**src/rtl/uart_arb_pkg.sv**
```systemverilog
// Shared types and defaults for the UART transmit arbiter.
package uart_arb_pkg;

   localparam int unsigned DEF_N_REQ       = 4;
   localparam int unsigned DEF_DATA_W      = 8;
   localparam int unsigned DEF_TIMEOUT_CYC = 4096;

   typedef enum logic [1:0] {
      StIdle     = 2'd0,
      StLoad     = 2'd1,
      StWaitDone = 2'd2
   } arb_state_e;

   function automatic int unsigned rr_wrap(input int unsigned base, input int unsigned off,
                                           input int unsigned n);
      return (base + off) % n;
   endfunction

endpackage

```
**src/rtl/uart_rr_picker.sv**
```systemverilog
// Combinational round-robin picker: first set request above the last grant, with wrap.
module uart_rr_picker
   import uart_arb_pkg::*;
#(
   parameter int unsigned N_REQ = DEF_N_REQ,
   parameter int unsigned IDX_W = (N_REQ > 1) ? $clog2(N_REQ) : 1
) (
   input  logic [N_REQ-1:0] i_req,
   input  logic [IDX_W-1:0] i_last_gnt,
   output logic [IDX_W-1:0] o_winner,
   output logic             o_valid
);

   // Walk from the farthest candidate to the nearest so the nearest set bit wins.
   always_comb begin
      o_valid  = 1'b0;
      o_winner = '0;
      for (int unsigned off = N_REQ; off >= 1; off--) begin
         if (i_req[IDX_W'(rr_wrap(32'(i_last_gnt), off, N_REQ))]) begin
            o_valid  = 1'b1;
            o_winner = IDX_W'(rr_wrap(32'(i_last_gnt), off, N_REQ));
         end
      end
   end

endmodule

```
**src/rtl/uart_tx_arbiter.sv**
```systemverilog
// Round-robin arbiter sharing one UART transmitter among N_REQ requesters.
// Optional transmitter watchdog enabled by defining UART_TX_ARB_TIMEOUT_EN.
module uart_tx_arbiter
   import uart_arb_pkg::*;
#(
   parameter int unsigned N_REQ       = DEF_N_REQ,
   parameter int unsigned DATA_W      = DEF_DATA_W,
   parameter int unsigned TIMEOUT_CYC = DEF_TIMEOUT_CYC
) (
   input  logic                    clk,
   input  logic                    Reset,
   input  logic [N_REQ-1:0]        req,
   input  logic [N_REQ*DATA_W-1:0] req_data,
   output logic [N_REQ-1:0]        gnt,
   output logic [N_REQ-1:0]        done,
   output logic                    tx_start,
   output logic [DATA_W-1:0]       tx_data,
   input  logic                    tx_done_tick,
   output logic                    busy,
   output logic                    timeout_err
);

   localparam int unsigned      IDX_W    = (N_REQ > 1) ? $clog2(N_REQ) : 1;
   localparam logic [IDX_W-1:0] LAST_RST = IDX_W'(N_REQ - 1);
   localparam logic [N_REQ-1:0] ONE_HOT  = N_REQ'(1);

   arb_state_e         r_state, w_state_d;
   logic [IDX_W-1:0]   r_winner, w_winner_d;
   logic [IDX_W-1:0]   r_last_gnt, w_last_gnt_d;
   logic [DATA_W-1:0]  r_tx_data, w_tx_data_d;
   logic [N_REQ-1:0]   r_gnt, w_gnt_d;
   logic [N_REQ-1:0]   r_done, w_done_d;
   logic               r_tx_start, w_tx_start_d;
   logic               r_busy, w_busy_d;
   logic               r_tmo_err, w_tmo_err_d;
   logic [IDX_W-1:0]   w_pick;
   logic               w_pick_valid;
   logic [DATA_W-1:0]  w_sel_data;

`ifdef UART_TX_ARB_TIMEOUT_EN
   localparam int unsigned CNT_W = (TIMEOUT_CYC > 1) ? $clog2(TIMEOUT_CYC) : 1;
   logic [CNT_W-1:0] r_tmo_cnt, w_tmo_cnt_d;
`else
   logic w_unused_tmo;
   assign w_unused_tmo = (TIMEOUT_CYC == 0);
`endif

   uart_rr_picker #(
      .N_REQ (N_REQ),
      .IDX_W (IDX_W)
   ) u_picker (
      .i_req      (req),
      .i_last_gnt (r_last_gnt),
      .o_winner   (w_pick),
      .o_valid    (w_pick_valid)
   );

   always_comb begin
      w_sel_data = '0;
      for (int unsigned i = 0; i < N_REQ; i++) begin
         if (w_pick == IDX_W'(i)) w_sel_data = req_data[i*DATA_W +: DATA_W];
      end
   end

   always_comb begin
      w_state_d    = r_state;
      w_winner_d   = r_winner;
      w_last_gnt_d = r_last_gnt;
      w_tx_data_d  = r_tx_data;
      w_gnt_d      = '0;
      w_done_d     = '0;
      w_tx_start_d = 1'b0;
      w_tmo_err_d  = 1'b0;
`ifdef UART_TX_ARB_TIMEOUT_EN
      w_tmo_cnt_d  = '0;
`endif
      case (r_state)
         StIdle: begin
            if (w_pick_valid) begin
               w_winner_d   = w_pick;
               w_tx_data_d  = w_sel_data;
               w_gnt_d      = ONE_HOT << w_pick;
               w_tx_start_d = 1'b1;
               w_state_d    = StLoad;
            end
         end
         StLoad: begin
            w_state_d = StWaitDone;
         end
         StWaitDone: begin
            if (tx_done_tick) begin
               w_done_d     = ONE_HOT << r_winner;
               w_last_gnt_d = r_winner;
               w_state_d    = StIdle;
            end
`ifdef UART_TX_ARB_TIMEOUT_EN
            else if (r_tmo_cnt == CNT_W'(TIMEOUT_CYC - 1)) begin
               // Give up on the frame but still advance the pointer past the stuck requester.
               w_tmo_err_d  = 1'b1;
               w_last_gnt_d = r_winner;
               w_state_d    = StIdle;
            end else begin
               w_tmo_cnt_d = r_tmo_cnt + 1'b1;
            end
`endif
         end
         default: begin
            w_state_d = StIdle;
         end
      endcase
   end

   assign w_busy_d = (w_state_d != StIdle);

   always_ff @(posedge clk or posedge Reset) begin
      if (Reset) begin
         r_state    <= StIdle;
         r_winner   <= '0;
         r_last_gnt <= LAST_RST;
         r_tx_data  <= '0;
         r_gnt      <= '0;
         r_done     <= '0;
         r_tx_start <= 1'b0;
         r_busy     <= 1'b0;
         r_tmo_err  <= 1'b0;
`ifdef UART_TX_ARB_TIMEOUT_EN
         r_tmo_cnt  <= '0;
`endif
      end else begin
         r_state    <= w_state_d;
         r_winner   <= w_winner_d;
         r_last_gnt <= w_last_gnt_d;
         r_tx_data  <= w_tx_data_d;
         r_gnt      <= w_gnt_d;
         r_done     <= w_done_d;
         r_tx_start <= w_tx_start_d;
         r_busy     <= w_busy_d;
         r_tmo_err  <= w_tmo_err_d;
`ifdef UART_TX_ARB_TIMEOUT_EN
         r_tmo_cnt  <= w_tmo_cnt_d;
`endif
      end
   end

   assign gnt         = r_gnt;
   assign done        = r_done;
   assign tx_start    = r_tx_start;
   assign tx_data     = r_tx_data;
   assign busy        = r_busy;
   assign timeout_err = r_tmo_err;

endmodule

```
**config.mk**
```make
export PLATFORM = sky130hd
export DESIGN_NAME = uart_tx_arbiter
export DESIGN_NICKNAME = d
export VERILOG_FILES = /design/src/rtl/uart_arb_pkg.sv /design/src/rtl/uart_rr_picker.sv /design/src/rtl/uart_tx_arbiter.sv
export SDC_FILE = /design/constraint.sdc
export NUM_CORES = 1
export LEC_CHECK = 0
export ABC_AREA = 1
export BUFFER_PORTS_ARGS = -buffer_cell sky130_fd_sc_hd__buf_2
export CAP_MARGIN = 10
export CORE_MARGIN = 2
export CORE_UTILIZATION = 35
export DETAILED_ROUTE_END_ITERATION = 12
export GPL_ROUTABILITY_DRIVEN = 0
export SLEW_MARGIN = 20
export SYNTH_ARGS = -nofsm -noshare
export SYNTH_HDL_FRONTEND = slang
export SYNTH_SLANG_ARGS = --single-unit
export TNS_END_PERCENT = 30
```
**constraint.sdc**
```tcl
create_clock -name clk -period 2.5 [get_ports clk]
set_input_delay 0 -clock clk [delete_from_list [all_inputs] [get_ports clk]]
set_output_delay 0 -clock clk [all_outputs]
set_load 0.05 [all_outputs]
```
==> run metrics <==
Root Buffer clkbuf_8; crit-path max FO 17; Post-Syn Area roughly 1500 um2; Yosys top cell by area dfrtp_1; Ports 58; Routed Antenna Nets 0; final hold violations 0; drt via density ~4.7; TritonCTS buffer count 3; multi-input logic area 688 um2; hold wc startpoint req_data[18]; CTS tree yes; Req. time, crit path around 2.7 ns; vias in the first global route about 1300; Clock transition at path regs 0.08 ns; Syn Inst Count approximately 200; reg-to-reg startpoint r_last_gnt[0]$_DFFE_PP1P_; switching power share of the total 0.569; Register-to-Register Path Depth 11; DIE WIDTH just under 70 um; post-CTS setup buffer count 0; Syn-to-layout area delta 25.5%; first-pass GRT wire length between 5000 and 6000 um; count of cell types in the netlist 29; # port buffers 56; largest net degree at the start of global routing 25; DRT iter0 DRCs 100; placed cells about 310; total die area ~4700 um2; layout cells sized above 1 0.345; P_int 1.29 mW; clk buf depth 2; Sequential Power Share 0.226; Reg area 603 um2; ANT cells 0; Clock Latency Late Sink roughly 0.26 ns; Tcrit/Tclk final 0.872; CP Launch Type flop; signal arrival time at the worst endpoint between 2 and 2.5 ns; Post-route DRC 0; Initial Utilization 0.363; element type at the critical path end flop; Seq/Total Area, Yosys 0.416; area of the core 4000 um2; Setup Viol. Count Final 0; hpwl dp 2680 um; sw power approximately 1.7 mW; Rows 23; fillers between 400 and 500; Vert. Die Dim 68.4 um; Slew @ Worst Pin 0.912 ns; clock network fraction of total power 0.088; crit path launch r_last_gnt[0]$_DFFE_PP1P_; Vias 1451; worst relative slew slack 0.391; Setup TNS 0 ns; yosys warns 0; drt wl/cell 11.3 um; total congestion overflow 0; Max Fclk roughly 0.46 GHz; Synth Net Count roughly 240; Max Cap Violations 0; Final Skew around 0.0012 ns; First-pass DRT Iterations 4; Synth area leaders dfrtp_1, nand2_1, inv_1; Mapped Avg Cell Area 7.11 um2; Layout Cells excl Fill roughly 310; CP Class reg2reg; Synth top area share 0.379; antenna violations before repair 0; Seq cells post-synth 24; min Tclk post-route around 2.2 ns; RSZ-0062 raised after global routing false; Sink Count 24; Comb power frac 0.685; max-slew violations 0; Worst R2R End tx_data[3]$_DFFE_PP0P_; Max H-tree Level 1; static leakage about 1.1 nW; r2r setup slk 0.32 ns; PD cells ~1600 nW/um2; HP Class in2reg; Total GRT Usage 0.163; Final Routed Wirelength about 3500 um; highest ir drop seen on vdd between 0.5 and 0.6 mV; status completed; CP endpoint tx_data[3]$_DFFE_PP0P_; final net count roughly 300
-- stage by stage --
step	hold WS (ns)	util	power, mW	instance area, um2	worst slack (ns)
after floorplan	0.0131	-	2.38	1450	0.756
after global placement	0.251	0.439	2.72	1760	0.345
after detailed placement	0.256	0.439	2.74	1760	0.339
after CTS	0.00360	0.455	3.02	1820	0.307
after global routing	0.0172	0.455	3.32	1820	0.140
final	0.0102	0.455	3.00	1820	0.320
-- power by group through the flow --
| stage | clock network (mW) | registers (mW) | logic [mW] |
|---|---|---|---|
| 2_1_floorplan | 0 | 1.01 | 1.36 |
| 3_3_place_gp | 0 | 0.685 | 2.04 |
| 3_5_place_dp | 0 | 0.687 | 2.05 |
| 4_1_cts | 0.273 | 0.679 | 2.07 |
| 5_1_grt | 0.286 | 0.698 | 2.33 |
| 6_report | 0.264 | 0.678 | 2.05 |
-- worst min path at each step --
| stage | end | cells past startpoint |
|---|---|---|
| 2_1_floorplan | busy$_DFF_PP0_ | 1 |
| 3_3_place_gp | gnt[0]$_DFF_PP0_ | 2 |
| 3_5_place_dp | gnt[0]$_DFF_PP0_ | 2 |
| 4_1_cts | tx_data[2]$_DFFE_PP0P_ | 5 |
| 5_1_grt | done[0]$_DFF_PP0_ | 3 |
| 6_report | tx_data[2]$_DFFE_PP0P_ | 5 |
-- routing by layer --
layer,share of wire,vias to the layer above,routed length [um],GRT usage
met1,0.47,650,1670,0.230
met3,0.053,6,185,0.0148
met2,0.46,49,1600,0.246
met5,0,-,0,0
met4,0.018,0,63,0.0825
li1,-,746,-,-
-- synth_stat cells, drive strengths merged --
cell type	n
buf	7
a21oi	4
inv	24
dfrtp	22
nand2	95
o21a	1
nor4	1
nand3	13
nor2	11
o21ai	11
or2	1
nand4	7
nand3b	1
conb	1
nor3	3
dfstp	2
-- area by class of cell --
cell class | count | area share
inverter | 24 | 0.0549
clock buffer | 4 | 0.0302
sequential | 24 | 0.331
tap | 50 | 0.0343
multi-input combinational | 149 | 0.378
timing repair buffer | 60 | 0.172
-- cell families after synthesis --
kind of cell / count (synthesis) / synth area share
other: 1 / 0.00258
flip-flops: 24 / 0.416
buffers and inverters: 31 / 0.110
AO/OA/AOI/OAI: 16 / 0.0621
AND/OR/NAND/NOR: 132 / 0.409
-- registers in the layout, summed over array words and instances (netlist names) --
signal / count
tx_data: 8
done: 4
gnt: 4
r_last_gnt: 2
r_state: 2
r_winner: 2
busy: 1
tx_start: 1
-- critical path, cell delays in order, from the launching register on --
cell and delay (ns):
dfstp_2 0.67, nand2_1 0.10, nand2_2 0.12, nand2_1 0.08
a21oi_1 0.12, nand2_1 0.09, nand2_2 0.26, inv_2 0.18
nand2_2 0.22, nand2_1 0.09, nand2_1 0.07, nand2_1 0.05
-- what timing repair did --
item / in CTS / in global routing
hold buffers: 1 / 0
hold endpoints to repair: 22 / 0
setup endpoints to repair: 0 / 0
resized for setup: 0 / 0
-- cells in the final DEF (no fill, tap or decap), types with 7 or more instances in the layout --
cell type,n
buf_2,56
dfrtp_1,22
inv_1,18
nand2_1,84
nand2_2,10
nand3_1,11
nand4_1,7
nor2_1,9
o21ai_0,7
Power figures use the tool's default switching activity.
